===== config.mk =====
export PLATFORM = sky130hd
export DESIGN_NAME = mem_access_unit
export DESIGN_NICKNAME = d
export VERILOG_FILES = /design/src/rtl/mem_access_unit.sv
export SDC_FILE = /design/constraint.sdc
export NUM_CORES = 1
export LEC_CHECK = 0
export CAP_MARGIN = 5
export CORE_MARGIN = 4
export CORE_UTILIZATION = 37
export CTS_CLUSTER_DIAMETER = 100
export DETAILED_ROUTE_END_ITERATION = 16
export HOLD_SLACK_MARGIN = 0.12
export PLACE_DENSITY = 0.69
export SETUP_SLACK_MARGIN = 0.15
export SLEW_MARGIN = 20
export SYNTH_ARGS = -nofsm -noshare
export SYNTH_HDL_FRONTEND = slang
export SYNTH_SLANG_ARGS = --single-unit

===== constraint.sdc =====
create_clock -name clk -period 2.8 [get_ports clk]
set_input_delay 0.56 -clock clk [delete_from_list [all_inputs] [get_ports clk]]
set_output_delay 0.56 -clock clk [all_outputs]
set_load 0.1 [all_outputs]

===== src/rtl/mem_access_unit.sv =====
// mem_access_unit
//   Load/store bus sequencer between the execute stage and the data-memory
//   bus. Accepts one load or store per request, checks alignment, drives a
//   big-endian req/ack bus cycle with wait states and timeout, and holds the
//   pipeline until the access completes. For loads it captures the raw word
//   and latches offset/size/extension for the downstream read-data decoder.
//
// Ports
//   clk, rst_n                   clock, asynchronous active-low reset
//   memRead, memWrite            access request (memWrite has priority)
//   addr, wrData                 byte address, right-justified store data
//   dataSize, bitExt             0 word / 1 half / 2 byte / 3 reserved; ext ctrl
//   stall                        freeze the pipeline (combinational)
//   done, addrErr, busErr        one-cycle completion / error pulses
//   busReq, busWe, busAddr,
//   busWrData, busByteEn         registered bus request outputs
//   busAck, busRdData            bus response
//   rdWord, rdOffset, rdSize,
//   rdBitExt, rdValid            captured load word and decoder controls
module mem_access_unit #(
    parameter int TIMEOUT = 255
) (
    input  logic        clk,
    input  logic        rst_n,
    input  logic        memRead,
    input  logic        memWrite,
    input  logic [31:0] addr,
    input  logic [31:0] wrData,
    input  logic [1:0]  dataSize,
    input  logic        bitExt,
    output logic        stall,
    output logic        done,
    output logic        addrErr,
    output logic        busErr,
    output logic        busReq,
    output logic        busWe,
    output logic [31:0] busAddr,
    output logic [31:0] busWrData,
    output logic [3:0]  busByteEn,
    input  logic        busAck,
    input  logic [31:0] busRdData,
    output logic [31:0] rdWord,
    output logic [1:0]  rdOffset,
    output logic [1:0]  rdSize,
    output logic        rdBitExt,
    output logic        rdValid
);

    localparam int CNT_W = $clog2(TIMEOUT + 1);
    // Counter value seen during the TIMEOUT-th REQ cycle (cleared on entry).
    localparam logic [CNT_W-1:0] TO_LAST = CNT_W'(TIMEOUT - 1);

    typedef enum logic [1:0] {
        IDLE = 2'd0,
        REQ  = 2'd1,
        DONE = 2'd2,
        ERR  = 2'd3
    } state_t;

    state_t           state;
    state_t           stateNext;
    logic [CNT_W-1:0] toCnt;
    logic             accessLoad;   // current/last access was a load
    logic             errBus;       // ERR cause: 1 = timeout, 0 = alignment
    logic             reqValid;
    logic             misaligned;
    logic             timeoutHit;

    // Big-endian lane enables: lane 3 (bit 3) carries data[31:24].
    function automatic logic [3:0] laneEnable(input logic [1:0] size,
                                              input logic [1:0] off);
        logic [3:0] en;
        case (size)
            2'd0:    en = 4'b1111;
            2'd1:    en = off[1] ? 4'b0011 : 4'b1100;
            2'd2:    en = 4'b1000 >> off;
            default: en = 4'b0000;
        endcase
        return en;
    endfunction

    // Replicate the right-justified store item across every lane so the
    // byte enables alone select where it lands.
    function automatic logic [31:0] laneData(input logic [1:0]  size,
                                             input logic [31:0] data);
        logic [31:0] d;
        case (size)
            2'd1:    d = {2{data[15:0]}};
            2'd2:    d = {4{data[7:0]}};
            default: d = data;
        endcase
        return d;
    endfunction

    assign reqValid   = memRead | memWrite;
    assign timeoutHit = (toCnt == TO_LAST);

    always_comb begin
        misaligned = 1'b0;
        case (dataSize)
            2'd0:    misaligned = (addr[1:0] != 2'b00);
            2'd1:    misaligned = addr[0];
            2'd2:    misaligned = 1'b0;
            default: misaligned = 1'b1;
        endcase
    end

    // ---- state register ----
    always_ff @(posedge clk or negedge rst_n) begin
        if (!rst_n) begin
            state <= IDLE;
        end else begin
            state <= stateNext;
        end
    end

    // ---- next state and decoded outputs ----
    always_comb begin
        stateNext = state;
        stall     = 1'b0;
        busReq    = 1'b0;
        done      = 1'b0;
        rdValid   = 1'b0;
        addrErr   = 1'b0;
        busErr    = 1'b0;
        case (state)
            IDLE: begin
                if (reqValid) begin
                    stall     = 1'b1;
                    stateNext = misaligned ? ERR : REQ;
                end
            end
            REQ: begin
                stall  = 1'b1;
                busReq = 1'b1;
                // Ack in the last allowed cycle still completes normally.
                if (busAck) begin
                    stateNext = DONE;
                end else if (timeoutHit) begin
                    stateNext = ERR;
                end
            end
            DONE: begin
                done      = 1'b1;
                rdValid   = accessLoad;
                stateNext = IDLE;
            end
            ERR: begin
                addrErr   = ~errBus;
                busErr    = errBus;
                stateNext = IDLE;
            end
            default: stateNext = IDLE;
        endcase
    end

    // ---- request capture, timeout count and load capture ----
    always_ff @(posedge clk or negedge rst_n) begin
        if (!rst_n) begin
            toCnt      <= '0;
            accessLoad <= 1'b0;
            errBus     <= 1'b0;
            busWe      <= 1'b0;
            busAddr    <= '0;
            busWrData  <= '0;
            busByteEn  <= '0;
            rdWord     <= '0;
            rdOffset   <= '0;
            rdSize     <= '0;
            rdBitExt   <= 1'b0;
        end else begin
            // Counter is held at zero outside REQ, so it is clear on entry.
            if (state == REQ) begin
                toCnt <= toCnt + 1'b1;
            end else begin
                toCnt <= '0;
            end

            if (state == IDLE && reqValid) begin
                if (misaligned) begin
                    errBus <= 1'b0;
                end else begin
                    accessLoad <= ~memWrite;
                    busWe      <= memWrite;
                    busAddr    <= {addr[31:2], 2'b00};
                    if (memWrite) begin
                        busWrData <= laneData(dataSize, wrData);
                        busByteEn <= laneEnable(dataSize, addr[1:0]);
                    end else begin
                        busWrData <= '0;
                        busByteEn <= 4'b1111;
                        rdOffset  <= addr[1:0];
                        rdSize    <= dataSize;
                        rdBitExt  <= bitExt;
                    end
                end
            end

            if (state == REQ) begin
                if (busAck) begin
                    if (accessLoad) begin
                        rdWord <= busRdData;
                    end
                end else if (timeoutHit) begin
                    errBus <= 1'b1;
                end
            end
        end
    end

endmodule


==> run_results.csv <==
group,metric,value,unit
timing,fmax,393,MHz
status,run_status,"complete, no violations",
timing,setup_viol,0,
drt,vias,4052,
timing,relSlewSlack,62.3,%
cts,clockBufferDepth,2,
logic_synthesis,ys_seq_area_share,58.6,%
global_routing,antenna_found_initial,1,
global_routing,grt_first_pass_wirelength,21300,um
drt,drt_iter0_drc,149,
cts,cts_hold_buffers,0,
cts,cts_max_level,4,
drt,routed_wl,14100,um
global_routing,grt_max_degree,56,
floorplanning,fp.coreArea,0.0132,mm^2
timing,tightest_slew,0.566,ns
drt,wl_per_cell,16.7,um
placement,gp_congestion,0.749,
cts,ctsResizeCount,0,
placement,post-place-ws,-0.145,ns
cts,cts_tree,"yes",
cts,clkLatencyLatePin,0.40,ns
floorplanning,num_rows,42,
timing,fin_ws,0.255,ns
setup_path,cp-end-kind,"flip-flop",
logic_synthesis,synth.distinct_cells,35,
timing,min_period,2.55,ns
global_routing,grt_overflow_total,0,
final_layout,fillers,1162,
logic_synthesis,syn_inst,433,
drt,dr.pass1.iters,4,
floorplanning,die_x,124,um
cts,numCtsBuffers,17,
final_layout,fin_nets,761,
drt,drc,0,
timing,finalHoldViolCount,0,
setup_path,timing.rr.start,"state[1]",
logic_synthesis,syn_area,0.00496,mm^2
timing,rsz0062_at_grt,"false",
logic_synthesis,avgSynthCellArea,11.4,um^2
floorplanning,die_y,124,um
setup_path,timing.rr.end,"rdWord[10]",
placement,portBuffers,213,
timing,slew_viol_final,0,
setup_path,worstPathRequired,3.09,ns
setup_path,rrSetupSlack,0.82,ns
final_layout,areaGrowthSynthToFinish,54.5,%
global_routing,track_usage,18.1,%
floorplanning,initial_utilization,37.6,%
hold_path,min_path_type,"input pin to asynchronous set/reset pin",
final_layout,drive_gt1_share,28.2,%
global_routing,grt_pass1_vias,4135,
cts,clkTransAtPathRegs,0.06,ns
setup_path,cp_max_fo,6,
drt,vias_per_cell,4.82,
run,cap_violations,0,
logic_synthesis,ys_ff_latch,116,
placement,hpwl,10400,um
cts,post_cts_buffers,0,
floorplanning,die_area,0.0153,mm^2
setup_path,reg2reg_depth,5,
timing,post-route-period-util,90.9,%
setup_path,cp-start-kind,"input pin",
cts,cts.sinks,116,
floorplanning,io_pins,216,
logic_synthesis,ys.warnings.count,0,
drt,ant_nets,0,
setup_path,arrival,2.83,ns
cts,root_buffer,"clkbuf_16",
setup_path,critPathKind,"input pin to flip-flop",
timing,fin_skew,0.00545,ns
## cells by family (layout without fill, tap and decap cells)
group                    Yosys count  count (layout)  share of synthesized area [%]
AND/OR/NAND/NOR                  130             130                           11.0
flip-flops                       116             116                           58.6
multiplexers                      68              68                           15.5
AO/OA/AOI/OAI                     65              65                           8.41
buffers and inverters             41             271                           3.89
adder cells (fa/ha/maj)            6               6                           1.51
XOR/XNOR                           6               6                           1.06
other                              1               3                         0.0757
## synth_stat cells
library cell | instances | share of area [%]
nor2b_1 | 6 | 0.76
and2_1 | 1 | 0.13
o21ai_0 | 19 | 1.9
a2111oi_0 | 1 | 0.18
nand2_1 | 75 | 5.7
buf_6 | 3 | 0.68
inv_1 | 14 | 1.1
a2111o_1 | 1 | 0.23
mux2_1 | 39 | 8.9
buf_4 | 2 | 0.30
xnor2_1 | 1 | 0.18
dfrtp_1 | 116 | 59
xor2_1 | 5 | 0.88
nor2_1 | 30 | 2.3
o22ai_1 | 8 | 1.0
or3_1 | 2 | 0.25
or2_1 | 2 | 0.25
a22oi_1 | 8 | 1.2
o31ai_1 | 17 | 2.6
o21a_1 | 1 | 0.15
a31oi_1 | 1 | 0.13
a21o_1 | 2 | 0.30
ha_1 | 6 | 1.5
nand4_1 | 2 | 0.25
and3_1 | 2 | 0.25
nor2_2 | 1 | 0.13
nand3_1 | 4 | 0.40
buf_2 | 7 | 0.71
a21oi_1 | 7 | 0.71
clkbuf_1 | 15 | 1.1
and4_1 | 1 | 0.18
nand2b_1 | 3 | 0.38
mux2_2 | 29 | 6.6
nor3_1 | 1 | 0.10
conb_1 | 1 | 0.076
## how the worst max path moves through the flow
stage	endpoint	start	cells after the start	slack, ns
detailed placement	rdSize[0]	dataSize[0]	7	-0.15
CTS	rdSize[0]	dataSize[0]	7	0.29
global placement	rdSize[1]	dataSize[0]	7	-0.06
floorplan	rdValid	state[0]	3	0.05
finish	rdSize[0]	dataSize[0]	7	0.25
global route	rdOffset[0]	dataSize[0]	7	0.19
## worst max-delay path: stages
cell	delay, ns
clkdlybuf4s50_1	0.55
inv_1	0.09
ha_1	0.22
a21o_1	0.21
a2111o_2	0.55
nor2_2	0.28
mux2_2	0.38
## cell usage in the layout, fill, tap and decap left out, types with 3 or more instances in the layout
master	netlist	layout
a21oi_1	7	7
a22oi_1	8	8
buf_12	0	5
buf_4	2	118
bufinv_16	0	3
clkbuf_16	0	17
clkdlybuf4s50_1	0	102
clkinv_2	0	4
clkinvlp_4	0	4
dfrtp_1	116	116
ha_1	6	6
inv_1	14	14
mux2_1	39	39
mux2_2	29	29
nand2_1	75	75
nand2b_1	3	3
nand3_1	4	4
nor2_1	30	29
nor2b_1	6	5
o21ai_0	19	19
o22ai_1	8	8
o31ai_1	17	17
xor2_1	5	5
## sequential cells by signal, summed over array words and instances, names as in the netlist, 2 cells and up
register	cells
busAddr	30
rdOffset	2
busWrData	32
busByteEn	4
rdWord	32
toCnt	8
state	2
rdSize	2
## area by class of cell
class / count / area, um^2 / share of cell area (%)
inverter: 14 / 52.6 / 0.686
clock inverter: 13 / 158 / 2.06
clock buffer: 19 / 443 / 5.79
sequential: 116 / 2900 / 37.9
timing repair buffer: 225 / 2010 / 26.2
multi-input combinational: 277 / 1870 / 24.4
tap: 176 / 220 / 2.88
antenna: 1 / 2.50 / 0.0327
## metal layers
layer / part of all wire, % / wire length [um] / global-route usage (%)
met5: 0.057 / 8 / 0
met3: 8.4 / 1180 / 5.86
met4: 1.9 / 273 / 7.27
met1: 40 / 5640 / 21.9
met2: 49 / 6970 / 29.9
## per-stage QoR
stage	instance area [um^2]	hold WS [ns]	cells	TNS, ns	utilization, %
6_report	7660	0.138	841	0	58.0
2_1_floorplan	4960	0.264	434	0	-
3_5_place_dp	7050	0.468	808	-1.94	53.5
3_3_place_gp	7050	0.465	808	-0.275	53.5
5_1_grt	7650	0.164	840	0	58.0
4_1_cts	7650	0.153	840	0	58.0
Power is not shown: default switching activity piles up to over one toggle a cycle in this logic, so the estimate is an artifact.
